--- config.mk ---
export PLATFORM = sky130hd
export DESIGN_NAME = sort_alpha_ctrl
export DESIGN_NICKNAME = d
export VERILOG_FILES = /design/src/rtl/sort_alpha_ctrl_pkg.sv /design/src/rtl/sort_alpha_ctrl.sv
export SDC_FILE = /design/constraint.sdc
export NUM_CORES = 1
export LEC_CHECK = 0
export CAP_MARGIN = 10
export CORE_AREA = 2 2 365 367
export CTS_BUF_LIST = sky130_fd_sc_hd__clkbuf_2
export CTS_CLUSTER_DIAMETER = 120
export DETAILED_ROUTE_END_ITERATION = 6
export DIE_AREA = 0 0 367 369
export GPL_ROUTABILITY_DRIVEN = 0
export SLEW_MARGIN = 15
export SYNTH_ARGS = -nofsm -noshare
export SYNTH_HDL_FRONTEND = slang
export SYNTH_SLANG_ARGS = --single-unit
--- constraint.sdc ---
create_clock -name clk -period 25.3 [get_ports clk]
set_input_delay 2.53 -clock clk [delete_from_list [all_inputs] [get_ports clk]]
set_output_delay 2.53 -clock clk [all_outputs]
set_load 0.02 [all_outputs]
--- src/rtl/sort_alpha_ctrl_pkg.sv ---
// State encoding and default constants for the sort_alpha_ctrl sorter front-end.
package sort_pkg;

    typedef enum logic [2:0] {
        ST_IDLE    = 3'd0,
        ST_LOAD    = 3'd1,
        ST_FEED    = 3'd2,
        ST_WAIT    = 3'd3,
        ST_CAPTURE = 3'd4
    } state_t;

    localparam int DEF_DATA_WIDTH    = 16;
    localparam int DEF_TOTAL_SYMBOLS = 10;
    localparam int DEF_ADDR_WIDTH    = 4;
    localparam int DEF_MAXHIGHT      = 10;
    localparam int DEF_TIMEOUT       = 40;

endpackage

--- src/rtl/sort_alpha_ctrl.sv ---
// Snapshots a parallel symbol table, streams it serially into the sorter, then captures
// the sorted table. Optional WAIT timeout is enabled with macro SORT_ALPHA_CTRL_TIMEOUT_EN.
module sort_alpha_ctrl
    import sort_pkg::*;
#(
    parameter int DATA_WIDTH    = DEF_DATA_WIDTH,
    parameter int TOTAL_SYMBOLS = DEF_TOTAL_SYMBOLS,
    parameter int ADDR_WIDTH    = DEF_ADDR_WIDTH,
    parameter int MAXHIGHT      = DEF_MAXHIGHT,
    parameter int TIMEOUT       = DEF_TIMEOUT
) (
    input  logic                                clk,
    input  logic                                rst,
    input  logic                                start,
    input  logic [TOTAL_SYMBOLS*DATA_WIDTH-1:0] sym_in,
    input  logic [TOTAL_SYMBOLS*ADDR_WIDTH-1:0] len_in,
    input  logic [TOTAL_SYMBOLS*MAXHIGHT-1:0]   code_in,
    output logic [DATA_WIDTH-1:0]               srt_muxin,
    output logic [ADDR_WIDTH-1:0]               srt_addr,
    output logic [MAXHIGHT-1:0]                 srt_codein,
    output logic                                srt_d_ena,
    output logic                                srt_d_sload,
    input  logic [TOTAL_SYMBOLS*DATA_WIDTH-1:0] srt_ob,
    input  logic [TOTAL_SYMBOLS*ADDR_WIDTH-1:0] srt_oab,
    input  logic [TOTAL_SYMBOLS*MAXHIGHT-1:0]   srt_ocodeout,
    input  logic                                srt_done,
    output logic [TOTAL_SYMBOLS*DATA_WIDTH-1:0] sym_out,
    output logic [TOTAL_SYMBOLS*ADDR_WIDTH-1:0] len_out,
    output logic [TOTAL_SYMBOLS*MAXHIGHT-1:0]   code_out,
    output logic                                busy,
    output logic                                out_valid,
    output logic                                err
);

    localparam int IW = $clog2(TOTAL_SYMBOLS) + 1;

    state_t                  state;
    logic [IW-1:0]           idx;
    logic [DATA_WIDTH-1:0]   sym_tbl  [TOTAL_SYMBOLS];
    logic [ADDR_WIDTH-1:0]   len_tbl  [TOTAL_SYMBOLS];
    logic [MAXHIGHT-1:0]     code_tbl [TOTAL_SYMBOLS];

`ifdef SORT_ALPHA_CTRL_TIMEOUT_EN
    localparam int TW = $clog2(TIMEOUT + 1);
    logic [TW-1:0] wcnt;
`else
    assign err = 1'b0;
`endif

    always_ff @(posedge clk) begin
        if (rst) begin
            state       <= ST_IDLE;
            idx         <= '0;
            busy        <= 1'b0;
            out_valid   <= 1'b0;
            srt_d_ena   <= 1'b0;
            srt_d_sload <= 1'b0;
            srt_muxin   <= '0;
            srt_addr    <= '0;
            srt_codein  <= '0;
            sym_out     <= '0;
            len_out     <= '0;
            code_out    <= '0;
            for (int i = 0; i < TOTAL_SYMBOLS; i++) begin
                sym_tbl[i]  <= '0;
                len_tbl[i]  <= '0;
                code_tbl[i] <= '0;
            end
`ifdef SORT_ALPHA_CTRL_TIMEOUT_EN
            err  <= 1'b0;
            wcnt <= '0;
`endif
        end else begin
            out_valid <= 1'b0;
            case (state)
                ST_IDLE: begin
                    if (start) begin
                        // Snapshot the table on accept so later input changes cannot leak in.
                        for (int i = 0; i < TOTAL_SYMBOLS; i++) begin
                            sym_tbl[i]  <= sym_in[i*DATA_WIDTH +: DATA_WIDTH];
                            len_tbl[i]  <= len_in[i*ADDR_WIDTH +: ADDR_WIDTH];
                            code_tbl[i] <= code_in[i*MAXHIGHT +: MAXHIGHT];
                        end
                        idx         <= '0;
                        busy        <= 1'b1;
                        srt_d_sload <= 1'b1;
                        state       <= ST_LOAD;
`ifdef SORT_ALPHA_CTRL_TIMEOUT_EN
                        err <= 1'b0;
`endif
                    end
                end
                ST_LOAD: begin
                    srt_d_sload <= 1'b0;
                    srt_d_ena   <= 1'b1;
                    srt_muxin   <= sym_tbl[0];
                    srt_addr    <= len_tbl[0];
                    srt_codein  <= code_tbl[0];
                    idx         <= IW'(1);
                    state       <= ST_FEED;
                end
                ST_FEED: begin
                    // idx is one ahead of the entry currently on the bus.
                    if (idx == IW'(TOTAL_SYMBOLS)) begin
                        state <= ST_WAIT;
`ifdef SORT_ALPHA_CTRL_TIMEOUT_EN
                        wcnt <= '0;
`endif
                    end else begin
                        srt_muxin  <= sym_tbl[idx[IW-2:0]];
                        srt_addr   <= len_tbl[idx[IW-2:0]];
                        srt_codein <= code_tbl[idx[IW-2:0]];
                        idx        <= idx + IW'(1);
                    end
                end
                ST_WAIT: begin
                    if (srt_done) begin
                        sym_out   <= srt_ob;
                        len_out   <= srt_oab;
                        code_out  <= srt_ocodeout;
                        out_valid <= 1'b1;
                        srt_d_ena <= 1'b0;
                        state     <= ST_CAPTURE;
                    end
`ifdef SORT_ALPHA_CTRL_TIMEOUT_EN
                    else if (wcnt == TW'(TIMEOUT - 1)) begin
                        err       <= 1'b1;
                        srt_d_ena <= 1'b0;
                        busy      <= 1'b0;
                        state     <= ST_IDLE;
                    end else begin
                        wcnt <= wcnt + TW'(1);
                    end
`endif
                end
                ST_CAPTURE: begin
                    busy  <= 1'b0;
                    state <= ST_IDLE;
                end
                default: begin
                    busy      <= 1'b0;
                    srt_d_ena <= 1'b0;
                    state     <= ST_IDLE;
                end
            endcase
        end
    end

endmodule
-- Yosys cells after proc, flatten, opt, wreduce, memory -nomap -nowiden
Memories as Yosys holds them, arrays and structs flattened. A register that Yosys moved wholly into a read port is not among the register bits.
Index checks and enable logic that the tools add are counted.
- RAM bits: 300
- register bits after elaboration: 342
- memories: 3
- input bits: 604
- output and inout port bits: 335
- word-level logic and storage cells: 133
- memories (memory ; depth ; width ; rd ports ; clocked after Yosys merged registers in ; wr ports ; line ; source):
    sym_tbl ; 10 ; 16 ; 2 ; 1 ; 10 ; sort_alpha_ctrl.sv:39 ; logic [DATA_WIDTH-1:0] sym_tbl [TOTAL_SYMBOLS];
    code_tbl ; 10 ; 10 ; 2 ; 1 ; 10 ; sort_alpha_ctrl.sv:41 ; logic [MAXHIGHT-1:0] code_tbl [TOTAL_SYMBOLS];
    len_tbl ; 10 ; 4 ; 2 ; 1 ; 10 ; sort_alpha_ctrl.sv:40 ; logic [ADDR_WIDTH-1:0] len_tbl [TOTAL_SYMBOLS];
- equality and inequality tests: 9
- multiplexer cells: 61
- bitwise operators: 33
- $add $sub $neg: 1
- reductions and logical operators: 14
- operator list (operator ; count):
    two-way mux 16 bit ; 11
    two-way mux 10 bit ; 11
    two-way mux 4 bit ; 17
    case mux 16 bit (2 select lines) ; 1
    OR 1 bit ; 30
    case mux 10 bit (2 select lines) ; 1
    case mux 5 bit (3 select lines) ; 1
    case mux 3 bit (4 select lines) ; 1
    two-way mux 5 bit ; 2
    AND reduction 2 bit ; 5
    two-way mux 1 bit ; 9
    two-way mux 3 bit ; 3
    inequality test 2 bit (second input constant) ; 4
    case mux 4 bit (2 select lines) ; 1
    == test 3 x 2 -> 1 bit (second input constant) ; 2
    AND reduction 3 bit ; 2
    OR reduction 3 bit ; 2
    adder 5 x 1 -> 5 bit (second input constant) ; 1
    == test 5 x 4 -> 1 bit (second input constant) ; 1
    case mux 1 bit (2 select lines) ; 2
    nonzero test 2 bit ; 2
    == test 3 x 1 -> 1 bit (second input constant) ; 1
    == test 3 bit (second input constant) ; 1
    logical NOT 3 bit ; 1
    other kinds (4) ; 6

-- Longest topological paths before layout
Gate-level depths: netlist of the first run.
- depth after elaboration: 5
- gate-level depth with buffers: 7
- depth with buffers taken out: 6

-- Least setup slack after synthesis of the first run
OpenSTA, ideal clock, no wires.
- kind: in2reg
- start: input port start
- end: memory code_tbl[0][0] in the netlist's numbering, enable pin
- stages: 2
- setup slack: -493 ps
- setup time: 1399 ps
- buffers on the path: 0
- data arrival time: 24393 ps
- path through: nand2_1 o31ai_1
- RTL lines (what ; line ; source):
    start, declared ; sort_alpha_ctrl.sv:14 ; input logic start,
    end, declared ; sort_alpha_ctrl.sv:41 ;

-- Worst setup path after layout of the first run
- start: register srt_d_ena
- end: output port srt_d_ena
- RTL lines (what ; line ; source):
    start, declared ; sort_alpha_ctrl.sv:21 ; output logic srt_d_ena,
    start signal, assigned ; sort_alpha_ctrl.sv:56 ; srt_d_ena <= 1'b0;
    start signal, assigned ; sort_alpha_ctrl.sv:95 ; srt_d_ena <= 1'b1;
    start signal, assigned ; sort_alpha_ctrl.sv:122 ; srt_d_ena <= 1'b0;
No word-level cell between the ends.

==> results by stage, run 1 <==
Yosys:
- For this run, asynchronously set or reset flops after synthesis account for 0%.
- By area, the combinational part of the netlist is dominated by simple AND/OR/NAND/NOR gates.
- The most area-hungry cell type in the Yosys netlist is sky130_fd_sc_hd__edfxtp_1.
- The total nets after synthesis is 2934.
- The mean instance size in the synthesized netlist is 10.9 um^2.
- The number of enable-type register cells in the synthesized netlist is 300.
- Synthesis handed over a netlist of 2328 instances.
- The sequential area share after synthesis is 62.7%.
- Summed over its instances, the top area cell type makes up 35.5% of the synthesized netlist area.
- The simple-gate portion of the synthesized area is 18.0%.
- The most frequent cell after synthesis is sky130_fd_sc_hd__nand2_1.
- The synthesized netlist devotes 8.34% of its cell area to compound gates.
- The most used flip-flop cell after synthesis is sky130_fd_sc_hd__dfxtp_1.
- In this run, synthesis produced a sequential element count of 646.
- The number of warnings issued by yosys is 0.
- Ranked by instance count, the synthesized netlist is headed by sky130_fd_sc_hd__nand2_1 (633), sky130_fd_sc_hd__dfxtp_1 (346), sky130_fd_sc_hd__a21oi_1 (310).
- The synthesized netlist devotes 0% of its cell area to XOR and XNOR gates.
- After synthesis, the netlist uses 42 different library cells.
- By area the synthesized netlist is led by sky130_fd_sc_hd__edfxtp_1 (35%), sky130_fd_sc_hd__dfxtp_1 (27%), sky130_fd_sc_hd__nand2_1 (9.4%), sky130_fd_sc_hd__and2_1 (7.4%), sky130_fd_sc_hd__a21oi_1 (6.1%).
- The total standard cell area after synthesis is 0.0254 mm^2.
- In the synthesized netlist, mux cells make up 7.69% of the area.
- The post-synthesis adder-cell area fraction is 0.0985%.

Clock network:
- The TritonCTS clock tree is done.
- After clock tree synthesis, the repair step resized 0 gates.
- The cell at the root of the clock tree is sky130_fd_sc_hd__clkbuf_2.
- The count of clock tree sinks is 646.
- At the later pin of the worst-skew pair, clock insertion delay measures 1.45 ns.
- Counting along the longest clock path gives a buffer depth of 3.
- The number of hold buffers added after CTS was 0.
- Clock-pin slew was measured on the worst setup and hold paths at 0.10 ns.
- The number of setup buffers added after CTS is 0.
- The level count of the clock H-tree is 4.
- The number of buffers added by the clock tree synthesis step is 182.

GRT:
- The global-route congestion overflow total is 0.
- The via count of the first global-routing pass was 21000.
- The largest net degree at the start of global routing is 198.
- The first global-routing pass estimated 152 mm of wire.
- The number of antenna violations at the first check in global routing is 23.
- The total global-route track usage is 15.5%.

Setup path:
- The startpoint of the most critical setup path is srt_d_ena.
- The arrival time at the worst endpoint is 2.83 ns.
- The worst setup path endpoint is srt_d_ena.
- The number of buffers and inverters on the critical path is 1.
- STA classifies the critical path startpoint as a register.
- The instance count on the critical path is 1.
- The setup check on the worst reg-to-reg path leaves a slack of 21.53 ns.
- On the worst path, the slowest cell contributes a delay of 1.02 ns.
- The worst register-to-register path has a depth of 5.
- Traced cell by cell, the critical path runs through clkdlybuf4s50_1.
- The maximum fanout encountered on the critical timing path is 2.
- The family with the most delay on the worst path is buffers and inverters.
- The kind of capture point of the worst setup path is an output port.
- Among all stages on the critical path, the largest delay is contributed by sky130_fd_sc_hd__clkdlybuf4s50_1.
- The worst reg2reg path startpoint is state[2].
- The worst register-to-register path ends at code_out[32].
- The classification of the worst setup path is reg2out.
- For the worst setup path, the data required time is 22.77 ns.

Timing:
- The actual transition at the worst max-transition pin is 1.10 ns.
- The achievable clock frequency is 0.187 GHz.
- The hold violation count in the final report is 0.
- The worst path uses 21.2% of the clock period.
- The number of pins with negative max-slew slack in the final report was 0.
- The clock period minus worst slack is 5.36 ns.
- Setup violations remaining at the end of the flow were counted as 0.
- The final clock skew is 0.0844 ns.
- Adding up every negative setup slack in the final design gives 0 ns.
- Final hold analysis gives a worst-case slack of 0.456 ns.
- The headroom to the max-slew limit is 26.9%.
- Setup repair after global routing left no endpoint under its margin.

Drt:
- In the final routed layout, each cell accounts on average for 20.9 um.
- In the routed layout, each cell is associated on average with a via count of 4.03.
- The number of DRC markers in iteration 0 is 1426.
- After detailed routing, the total wire length is 109 mm.
- Before antenna repair, the detailed router went through 6 iterations.
- The via count of the routed design is 21100.
- In this run the remaining antenna-violating nets after routing total 0.
- The DRC violation count after routing is 0.

Outcome:
- The flow ran to the end, and the final reports show no timing, DRC or antenna violations.

Power and ir drop:
- Per report_power, the sequential group accounts for 51.4% of the total.
- The part of the total power dissipated in the clock network is 35.8%.
- The analysis attributes to cell leakage a power of 13.3 nW.
- The internal power of the cells totals 0.00167 W.
- IR analysis of the VDD net gives a maximum drop of 33.7 uV.
- The power after layout is 0.00232 W.
- Of the total power, the share spent switching nets is 28.2%.
- In this run the power spent charging and discharging nets is 0.000654 W.
- The share of total power in combinational logic is 12.8%.
- In this run the power density over the cells is 60.6 mW/mm^2.

Placed design:
- The placed wire-length estimate is 80.5 mm.
- The placed standard-cell area is 0.0365 mm^2.
- The count of buffers inserted at the top-level ports is 937.

Die:
- 939 I/O pins were placed.
- The die area is 0.135 mm^2.
- The chip height is 369 um.
- Once the floorplan was initialized, standard cells occupied 19.4% of the core.
- The site row count is 133.
- The floorplan step defined a core boundary enclosing 0.131 mm^2.
- The chip width is 367 um.

Final layout:
- Of the cells placed in the final design, the portion with a size suffix greater than 1 is 11.5%.
- The area added between synthesis and finish is 50.8%.
- The post-route cell area is 0.0383 mm^2.
- After the last flow step, the layout net total stands at 3901.

Hold path:
- In this run the most critical hold path is launched from len_out[29].
- The class of the worst hold path is reg2reg.

Job:
- Across the run, the number of max-cap violations was 0.
-- sequential cells by signal, indices dropped and copies added, names as in the netlist, 4 cells and up, named ones only --
register    cells
sym_tbl       160
code_out      100
len_out        40
srt_codein     10
len_tbl        40
idx             5
sym_out       160
srt_muxin      16
code_tbl      100
srt_addr        4
-- area by class of cell --
type | instances | area [um^2]
clock buffers | 268 | 1340
flip-flops and latches | 646 | 15900
diodes | 16 | 40.0
well taps | 1755 | 2200
inverters | 5 | 18.8
fillers | 13700 | 92800
repair buffers | 958 | 9580
multi-input cells | 1502 | 8710
clock inverters | 70 | 459
-- cell usage in the layout, fill, tap and decap left out, types with 2 or more instances in the layout --
cell and n:
sky130_fd_sc_hd__buf_12 3, sky130_fd_sc_hd__buf_4 18, sky130_fd_sc_hd__bufinv_16 5, sky130_fd_sc_hd__clkinvlp_4 3
sky130_fd_sc_hd__o21ai_0 2, sky130_fd_sc_hd__nor2_1 39, sky130_fd_sc_hd__ha_1 2, sky130_fd_sc_hd__dfxtp_4 2
sky130_fd_sc_hd__clkinv_1 38, sky130_fd_sc_hd__a21o_1 3, sky130_fd_sc_hd__clkdlybuf4s50_1 936, sky130_fd_sc_hd__dfxtp_1 343
sky130_fd_sc_hd__nand2_1 633, sky130_fd_sc_hd__nor3b_2 2, sky130_fd_sc_hd__o21ai_1 32, sky130_fd_sc_hd__inv_2 2
sky130_fd_sc_hd__edfxtp_1 300, sky130_fd_sc_hd__inv_6 2, sky130_fd_sc_hd__or3_1 4, sky130_fd_sc_hd__inv_1 4
sky130_fd_sc_hd__clkbuf_2 268, sky130_fd_sc_hd__mux4_2 60, sky130_fd_sc_hd__a221o_1 29, sky130_fd_sc_hd__a21oi_1 310
sky130_fd_sc_hd__mux2i_1 60, sky130_fd_sc_hd__nand3_1 3, sky130_fd_sc_hd__and2_1 300, sky130_fd_sc_hd__clkinv_4 3
sky130_fd_sc_hd__diode_2 16, sky130_fd_sc_hd__clkinv_2 17
-- power groups by stage --
stage | Sequential [W] | Combinational, W | Clock (W)
after CTS | 0.00119 | 0.000302 | 0.000875
after global placement | 0.00121 | 0.000300 | 0
final | 0.00119 | 0.000297 | 0.000831
after detailed placement | 0.00122 | 0.000301 | 0
after global routing | 0.00120 | 0.000320 | 0.000929
after floorplan | 0.00124 | 0.000120 | 0
-- worst min-delay path by stage --
stage	depth (start not counted)	to
CTS	2	len_out[29]
detailed placement	2	len_out[32]
global placement	2	len_out[29]
floorplan	2	idx[4]
global route	2	len_out[8]
finish	2	len_out[29]
-- kinds of logic (layout without fill, tap and decap cells) --
logic type	after synthesis	count (layout)
AOI/OAI and AO/OA	385	385
muxes	120	120
buffers and inverters	180	1301
other	1	17
adders and majority gates	2	2
DFF	646	646
and+or+nand+nor	994	994
-- through the flow --
stage | util [%] | std cells | worst slack (ns)
final | 29.2 | 5220 | 19.94
after global routing | 29.2 | 5215 | 19.60
after CTS | 29.2 | 5204 | 19.62
after detailed placement | 27.8 | 4866 | 19.34
after global placement | 27.8 | 4866 | 19.41
after floorplan | - | 2328 | 8.96
-- routing by layer --
| metal | up-vias | track usage (%) | wire [um] |
|---|---|---|---|
| met2 | 835 | 25.5 | 52200 |
| met5 | - | 0 | 90 |
| met1 | 10000 | 18.6 | 44300 |
| li1 | 10000 | - | - |
| met4 | 16 | 4.95 | 2690 |
| met3 | 189 | 6.00 | 9620 |
No activity file was read; power rests on OpenSTA's default activity.
==> run 2: changes to the inputs <==
clock period = 4.4 ns   (was 25.3 ns; I/O delays follow)
==> results by stage, run 2 <==
Yosys:
- The commonest cells after synthesis are sky130_fd_sc_hd__nand2_1 (633), sky130_fd_sc_hd__dfxtp_1 (346), sky130_fd_sc_hd__a21oi_1 (310).
- The mean instance size in the synthesized netlist is 10.9 um^2.
- The most frequent cell after synthesis is sky130_fd_sc_hd__nand2_1.
- The number of enable-type register cells in the synthesized netlist is 300.
- After synthesis, flip-flops and latches occupy 62.7% of the total area.
- Synthesis inferred 646 register bits.
- The total nets after synthesis is 2934.
- For this run, the leading register cell type out of synthesis is sky130_fd_sc_hd__dfxtp_1.
- Ranked by total cell area, the synthesized netlist is headed by sky130_fd_sc_hd__edfxtp_1 (35%), sky130_fd_sc_hd__dfxtp_1 (27%), sky130_fd_sc_hd__nand2_1 (9.4%), sky130_fd_sc_hd__and2_1 (7.4%), sky130_fd_sc_hd__a21oi_1 (6.1%).
- Synthesis handed over a netlist of 2328 instances.
- The area share of the largest cell type after synthesis is 35.5%.
- After synthesis, the netlist uses 42 different library cells.
- The Yosys step of the flow raised 0 warnings.
- Of all flip-flops after synthesis, the portion carrying an async set or reset was 0%.
- The largest total area in the synthesized netlist belongs to sky130_fd_sc_hd__edfxtp_1.
- The total standard cell area after synthesis is 0.0254 mm^2.

Outcome:
- The failing step is clock tree synthesis (4_1_cts).
- The run stopped with a tool error.
- The tool reported: "[ERROR RSZ-0060] Max buffer count reached".

Placed design:
- The HPWL after detailed placement is 80.6 mm.
- The count of buffers inserted at the top-level ports is 937.

Die:
- The chip height is 369 um.
- The initial utilization of the core area, before any placement, comes to 19.4%.
- The site row count is 133.
- 939 I/O pins were placed.
- The floorplan step set the die width to 367 um.

Clock network:
- The largest buffer count on any clock path is 3.
- The cell at the root of the clock tree is sky130_fd_sc_hd__clkbuf_2.
- The total of cells resized after clock tree synthesis is 0.
- The level count of the clock H-tree is 4.
- The clock net in this run drives a total of 646 sinks.
- The number of hold buffers added after CTS is 1042.
- Buffers inserted during clock tree synthesis total 177.
- The post-CTS setup-driven buffer insertion count is 0.
==> run 2: cells by family after synthesis <==
family,share of synthesized area (%)
buffers and inverters,3.15
adders and majority gates,0.0985
muxes,7.69
other,0.0148
and+or+nand+nor,18.0
AOI/OAI and AO/OA,8.34
DFF,62.7
==> run 2: per-stage QoR <==
stage	setup WS (ns)	setup TNS, ns	instances	cell area [um^2]	util, %
after floorplan	-4.08	-1223.07	2328	25400	-
after global placement	1.65	0	4879	36700	28.0
after detailed placement	1.64	0	4879	36700	28.0
==> run 3: changes to the inputs <==
CORE_AREA = 2 2 366 368   (was 2 2 365 367)
CTS_BUF_LIST = unset   (was sky130_fd_sc_hd__clkbuf_2)
CTS_CLUSTER_DIAMETER = unset   (was 120)
DIE_AREA = 0 0 368 370   (was 0 0 367 369)
PLACE_DENSITY_LB_ADDON = 0.15   (was unset)
clock period = 5.72 ns   (was 4.4 ns; I/O delays follow)
==> results by stage, run 3 (same netlist as run 1, synthesis figures left out) <==
Drt:
- The number of DRC markers in iteration 0 is 1071.
- The via count of the routed design is 20100.
- Using the TritonRoute via totals, the vias-per-cell ratio works out to 3.99.
- The routed design has 112 mm of wire.
- The post-route antenna net violation count is 0.
- The DRC violation count after routing is 0.
- The pre-antenna-repair detailed-routing pass consisted of 5 iterations.
- The routed wire length per instance is 22.1 um.

Clock network:
- The number of clock buffers added by TritonCTS is 82.
- The total of cells resized after clock tree synthesis is 0.
- The worst-skew pair later-pin latency is 0.68 ns.
- The largest buffer count on any clock path is 3.
- Post-CTS timing repair inserted 0 buffers for setup.
- The count of clock tree sinks is 646.
- The number of hold buffers added after CTS is 0.
- The clock edge transition at the registers on the reported setup and hold paths is 0.06 ns.
- TritonCTS built the clock tree.
- The level count of the clock H-tree is 3.
- The cell at the root of the clock tree is sky130_fd_sc_hd__clkbuf_16.

Die:
- The die covers 0.136 mm^2.
- From left edge to right edge, the die measures 368 um.
- The effective utilization at floorplan is 19.2%.
- From bottom edge to top edge, the die measures 370 um.
- For this design the top-level I/O count stands at 939.
- The site row count is 134.
- The region available for standard cell placement spans 0.132 mm^2.

Placed design:
- The placed wire-length estimate is 80.8 mm.
- The placed cell count is 4882.
- Timing analysis after detailed placement gives a worst setup slack of 2.18 ns.
- The count of buffers inserted at the top-level ports is 937.

GRT:
- The number of antenna violations at the first check in global routing is 25.
- The via count of the first global-routing pass was 20100.
- Across every metal layer, demand over resource in global routing totals 15.8%.
- After global routing the overflow that remains totals 0.
- The first global-routing pass estimated 155 mm of wire.
- The largest net degree at the start of global routing is 210.

Timing:
- The hold violation count in the final report is 0.
- Between clock sinks in the finished design, the worst skew comes to 0.0201 ns.
- Setup violations remaining at the end of the flow were counted as 0.
- The final period utilization is 49.6%.
- For the finished layout, the period the worst path requires is 2.83 ns.
- The least setup slack across all paths after layout is 2.89 ns.
- Derived from the worst setup path, the maximum achievable clock frequency is 0.353 GHz.
- Setup repair after global routing left no endpoint under its margin.
- The headroom to the max-slew limit is 9.85%.
- The actual transition at the worst max-transition pin is 1.35 ns.
- The number of pins with negative max-slew slack in the final report came to 0.

Setup path:
- The number of cells on the worst reg-to-reg path is 5.
- Counting both buffers and inverters, the worst setup path holds a total of 3.
- The required time of the worst setup path is 6.02 ns.
- Traced cell by cell, the critical path runs through inv_2 > nand2_8 > o31ai_4 > buf_4 > buf_4.
- The worst setup path is captured at a register.
- The worst reg2reg path startpoint is state[1].
- The most numerous cell on the critical path is sky130_fd_sc_hd__buf_4.
- The critical path is of the reg2reg type.
- The master of the slowest instance on the critical path is sky130_fd_sc_hd__o31ai_4.
- The arrival time at the worst endpoint is 3.13 ns.
- On the critical path the largest part of the delay comes from buffers and inverters.
- Setup slack on the worst reg-to-reg path comes out at 2.89 ns.
- The endpoint identified for the worst register-to-register timing path is code_tbl[8][9].
- The maximum fanout encountered on the critical timing path is 46.
- The worst setup path is launched from a register.
- The largest single stage delay on the critical path is 0.59 ns.

Final layout:
- Leaving out fill and tap cells, the most frequent cells in the layout are sky130_fd_sc_hd__clkdlybuf4s50_1 (936), sky130_fd_sc_hd__nand2_1 (632), sky130_fd_sc_hd__dfxtp_1 (343).
- The post-layout instance count excluding filler cells is 5036.
- At the end of the flow the core is filled with cells to 29.7%.
- The largest registers in the layout are sym_out (160), sym_tbl (160).
- After the last flow step, the layout net total stands at 3804.
- The area added between synthesis and finish is 54.7%.
- Leaving out fill and tap cells, the most frequent cell in the layout is sky130_fd_sc_hd__clkdlybuf4s50_1.
- The filler cell count in the final layout is 13800.
- Of the cells placed in the final design, the portion with a size suffix greater than 1 is 6.65%.

Power and ir drop:
- Net switching is 24.3% of the power.
- The worst-case vdd ir drop is 176 uV.
- The power density over the cells is 303 mW/mm^2.
- The register share of total power is 44.3%.
- Summed over all nets, the switching power comes to 0.00289 W.
- The internal power of the cells totals 0.00901 W.
- The clock network burns 44.6% of the power.
- The analysis attributes to cell leakage a power of 13.3 nW.
- The share of total power in combinational logic is 11.1%.

Hold path:
- The class of the worst hold path is in2reg.
- The cell count of the worst hold path is 2.
- The end of the worst hold path is srt_d_ena.
- The beginning of the worst hold path is rst.

Outcome:
- The flow ran to the end, and the final reports show no timing, DRC or antenna violations.

Job:
- The max capacitance violation total is 0.
-- run 3: cell type report --
type / instances / area, um^2 / share of cell area, %
clock inverters: 29 / 399 / 1.02
well taps: 1768 / 2210 / 5.63
inverters: 5 / 18.8 / 0.0478
clock buffers: 118 / 2310 / 5.87
repair buffers: 961 / 9650 / 24.6
diodes: 7 / 17.5 / 0.0446
multi-input cells: 1502 / 8730 / 22.2
flip-flops and latches: 646 / 15900 / 40.6
-- run 3: worst max path at each step --
stage	startpoint	to	slack [ns]	cells past startpoint
floorplan	start	code_tbl[0][0]	-2.83	2
global placement	start	sym_tbl[1][15]	2.21	5
detailed placement	start	sym_tbl[5][15]	2.18	5
finish	state[1]	code_tbl[8][9]	2.89	5
CTS	state[1]	len_tbl[5][3]	2.78	5
global route	state[1]	code_tbl[8][9]	2.61	5
-- run 3: power by group through the flow --
| stage | clock (W) | sequential [W] | combinational [W] |
|---|---|---|---|
| floorplan | 0 | 0.00543 | 0.000534 |
| global placement | 0 | 0.00536 | 0.00135 |
| detailed placement | 0 | 0.00537 | 0.00135 |
| CTS | 0.00552 | 0.00527 | 0.00136 |
| global route | 0.00569 | 0.00530 | 0.00143 |
| finish | 0.00531 | 0.00527 | 0.00132 |
-- run 3: layer usage --
metal  vias to the layer above  part of all wire (%)  track usage (%)
met5                         -                  0.11                0
met4                        22                   1.9             4.24
met3                       141                   7.1             4.85
met2                       622                    51             28.1
met1                      9596                    40             18.4
li1                       9697                     -                -
-- run 3: per-stage QoR --
| step | power, W | cell area (um^2) | hold WS [ns] | TNS [ns] |
|---|---|---|---|---|
| after floorplan | 0.00596 | 25400 | 0.459 | -849.64 |
| after global routing | 0.0124 | 39300 | 0.354 | 0 |
| after CTS | 0.0121 | 39300 | 0.320 | 0 |
| after global placement | 0.00672 | 36600 | 0.441 | 0 |
| final | 0.0119 | 39300 | 0.340 | 0 |
| after detailed placement | 0.00672 | 36600 | 0.446 | 0 |
==> run 4: changes to the inputs <==
clock period = 2.85 ns   (was 5.72 ns; I/O delays follow)
==> results by stage, run 4 (same netlist as run 1, synthesis figures left out) <==
Timing:
- For the pin with the worst max-slew slack, the measured transition is 1.23 ns.
- The worst path needs 2.19 ns of the cycle, external delays included.
- Clock skew on the completed layout was measured at 0.0256 ns.
- Setup slack on the critical path of the routed design comes to 0.662 ns.
- The hold violation count in the final report is 0.
- Based on the critical path, the design can be clocked at up to 0.457 GHz.
- The headroom to the max-slew limit is 18.3%.
- In the finished design, the share of the clock period the worst path needs comes to 76.8%.
- Hold timing on the final database bottoms out at a slack of 0.156 ns.
- The number of pins with negative max-slew slack in the final report is 0.
- The number of endpoints failing setup at the final stage is 0.
- Setup repair after global routing left no endpoint under its margin.

Final layout:
- The largest registers in the layout are sym_out (160), sym_tbl (160).
- The filler cell count in the final layout is 13800.
- Summing all multi-input logic gate instances after layout gives 0.00872 mm^2.
- The area added between synthesis and finish is 56.8%.
- The net count of the finished layout is 3845.
- The proportion of layout cells with a drive suffix above 1 is 8.05%.
- The most common library cell in the layout ignoring fill and taps is sky130_fd_sc_hd__clkdlybuf4s50_1.
- The library cells used most frequently in the layout, excluding fill and tap cells, are sky130_fd_sc_hd__clkdlybuf4s50_1 (936), sky130_fd_sc_hd__nand2_1 (632), sky130_fd_sc_hd__dfxtp_1 (342).
- The sequential cell area is 0.0159 mm^2.

Drt:
- The DRC violation count after routing is 1.
- Wires add up to 113 mm.
- Summing over every cut layer, the via total after detailed routing is 20300.
- Using the TritonRoute via totals, the vias-per-cell ratio works out to 3.99.
- The number of detailed-routing iterations run before antenna repair is 7.
- The routed wire length per instance is 22.2 um.
- In this run, the number of DRC markers left after iteration 0 of detailed routing was 1140.
- The post-route antenna net violation count is 0.

Setup path:
- The signal on the critical path passes through clkdlybuf4s50_1.
- The most critical setup path has its startpoint at srt_muxin[14].
- The critical path in this run is classified as reg2out.
- Counting both buffers and inverters, the worst setup path holds a total of 1.
- The maximum fanout encountered on the critical timing path is 2.
- The instance count on the critical path is 1.
- The end of the worst register-to-register path is srt_muxin[14].
- The family with the most delay on the worst path is buffers and inverters.
- The worst setup path endpoint is srt_muxin[14].
- The setup check on the worst reg-to-reg path leaves a slack of 0.69 ns.
- The arrival time at the worst endpoint is 1.90 ns.
- The path depth of the worst reg2reg path is 5.
- STA puts the critical path data required time at 2.57 ns.
- The worst register-to-register path begins at state[2].
- STA classifies the critical path startpoint as a register.
- The kind of capture point of the worst setup path is an output port.
- The master of the slowest instance on the critical path is sky130_fd_sc_hd__clkdlybuf4s50_1.
- On the worst path, the slowest cell contributes a delay of 0.88 ns.

Power and ir drop:
- The analysis attributes to cell leakage a power of 13.6 nW.
- The power density over the cells is 599 mW/mm^2.
- Overall power consumption after layout is estimated at 0.0239 W.
- The worst-case vdd ir drop is 441 uV.

Die:
- The number of top-level pins is 939.
- The floorplan step defined a core boundary enclosing 0.132 mm^2.
- The chip width is 368 um.
- The die area is 0.136 mm^2.
- In this run the core area contains 134 standard-cell rows.
- Measured along the y axis, the die boundary spans 370 um.
- The effective utilization at floorplan is 19.2%.

Clock network:
- The count of clock tree sinks is 646.
- The cell at the root of the clock tree is sky130_fd_sc_hd__clkbuf_16.
- The largest buffer count on any clock path is 3.
- Buffers inserted to repair hold after CTS numbered 1.
- The number of buffers added by the clock tree synthesis step is 81.
- Once the clock tree was built, the setup fixing pass inserted 0 buffers.
- After clock tree synthesis, the clock-pin slew on the worst setup and hold paths is 0.06 ns.
- The TritonCTS clock tree is done.
- Once the clock tree was built, the resizer swapped 0 gates to a different size.
- The worst-skew pair later-pin latency is 0.68 ns.
- The level count of the clock H-tree is 3.

GRT:
- The largest net degree at the start of global routing is 189.
- The first-pass GRT wire length is 157 mm.
- The via count of the first global-routing pass is 20600.
- The global-route congestion overflow total is 0.
- The total global-route track usage is 16.0%.
- The number of antenna violations at the first check in global routing is 13.

Outcome:
- The checks that failed: design-rule violations.
- The flow ran to the end, but the final reports show violations.

Job:
- Max-cap violations in this run came to 0.

Placed design:
- The count of buffers added on input and output ports is 937.
- The pre-CTS setup slack is 0.562 ns.
- Detailed placement finished with a half-perimeter wire length of 85.7 mm.

Hold path:
- The worst hold path belongs to the class in2reg.
- In this run the most critical hold path is launched from srt_ob[100].
[run 4: per-layer routing]
layer,up-vias,track usage [%],share of wire (%)
met5,-,0,0.028
met4,6,4.11,1.7
li1,9776,-,-
met2,641,28.3,51
met3,115,3.98,6.2
met1,9715,19.4,42
[run 4: stage by stage]
stage / std cells / TNS (ns) / area [um^2] / util [%]
floorplan: 2328 / -1688.07 / 25400 / -
global placement: 4923 / 0 / 37100 / 28.0
detailed placement: 4923 / 0 / 37100 / 28.0
CTS: 5073 / 0 / 39800 / 30.1
global route: 5074 / 0 / 39800 / 30.1
finish: 5077 / 0 / 39800 / 30.1
[run 4: worst min-delay path by stage]
stage | endpoint | slack (ns) | cells past startpoint
detailed placement | code_out[8] | 0.45 | 2
global route | code_out[60] | 0.12 | 3
CTS | code_out[22] | 0.07 | 3
floorplan | sym_out[74] | 0.42 | 2
global placement | len_out[14] | 0.44 | 2
finish | sym_out[100] | 0.16 | 3
[run 4: final cells by class]
class	count	area share (%)
inverters	5	0.0534
clock buffers	111	5.67
diodes	4	0.0251
repair buffers	1003	25.7
well taps	1768	5.55
multi-input cells	1502	21.9
flip-flops and latches	646	40.0
clock inverters	38	1.11
[run 4: tightest hold or removal path, stage by stage]
cell,delay (ns)
sky130_fd_sc_hd__clkdlybuf4s50_1,0.40
sky130_fd_sc_hd__nand2_1,0.06
sky130_fd_sc_hd__a21oi_1,0.05
[run 4: power by group]
part	leakage (nW)	switching, W	total [W]	internal (W)
clock	1.30	0.00438	0.0105	0.00615
sequential	6.03	0.000233	0.0106	0.0103
combinational	6.25	0.00125	0.00275	0.00150
total	13.6	0.00586	0.0239	0.0180
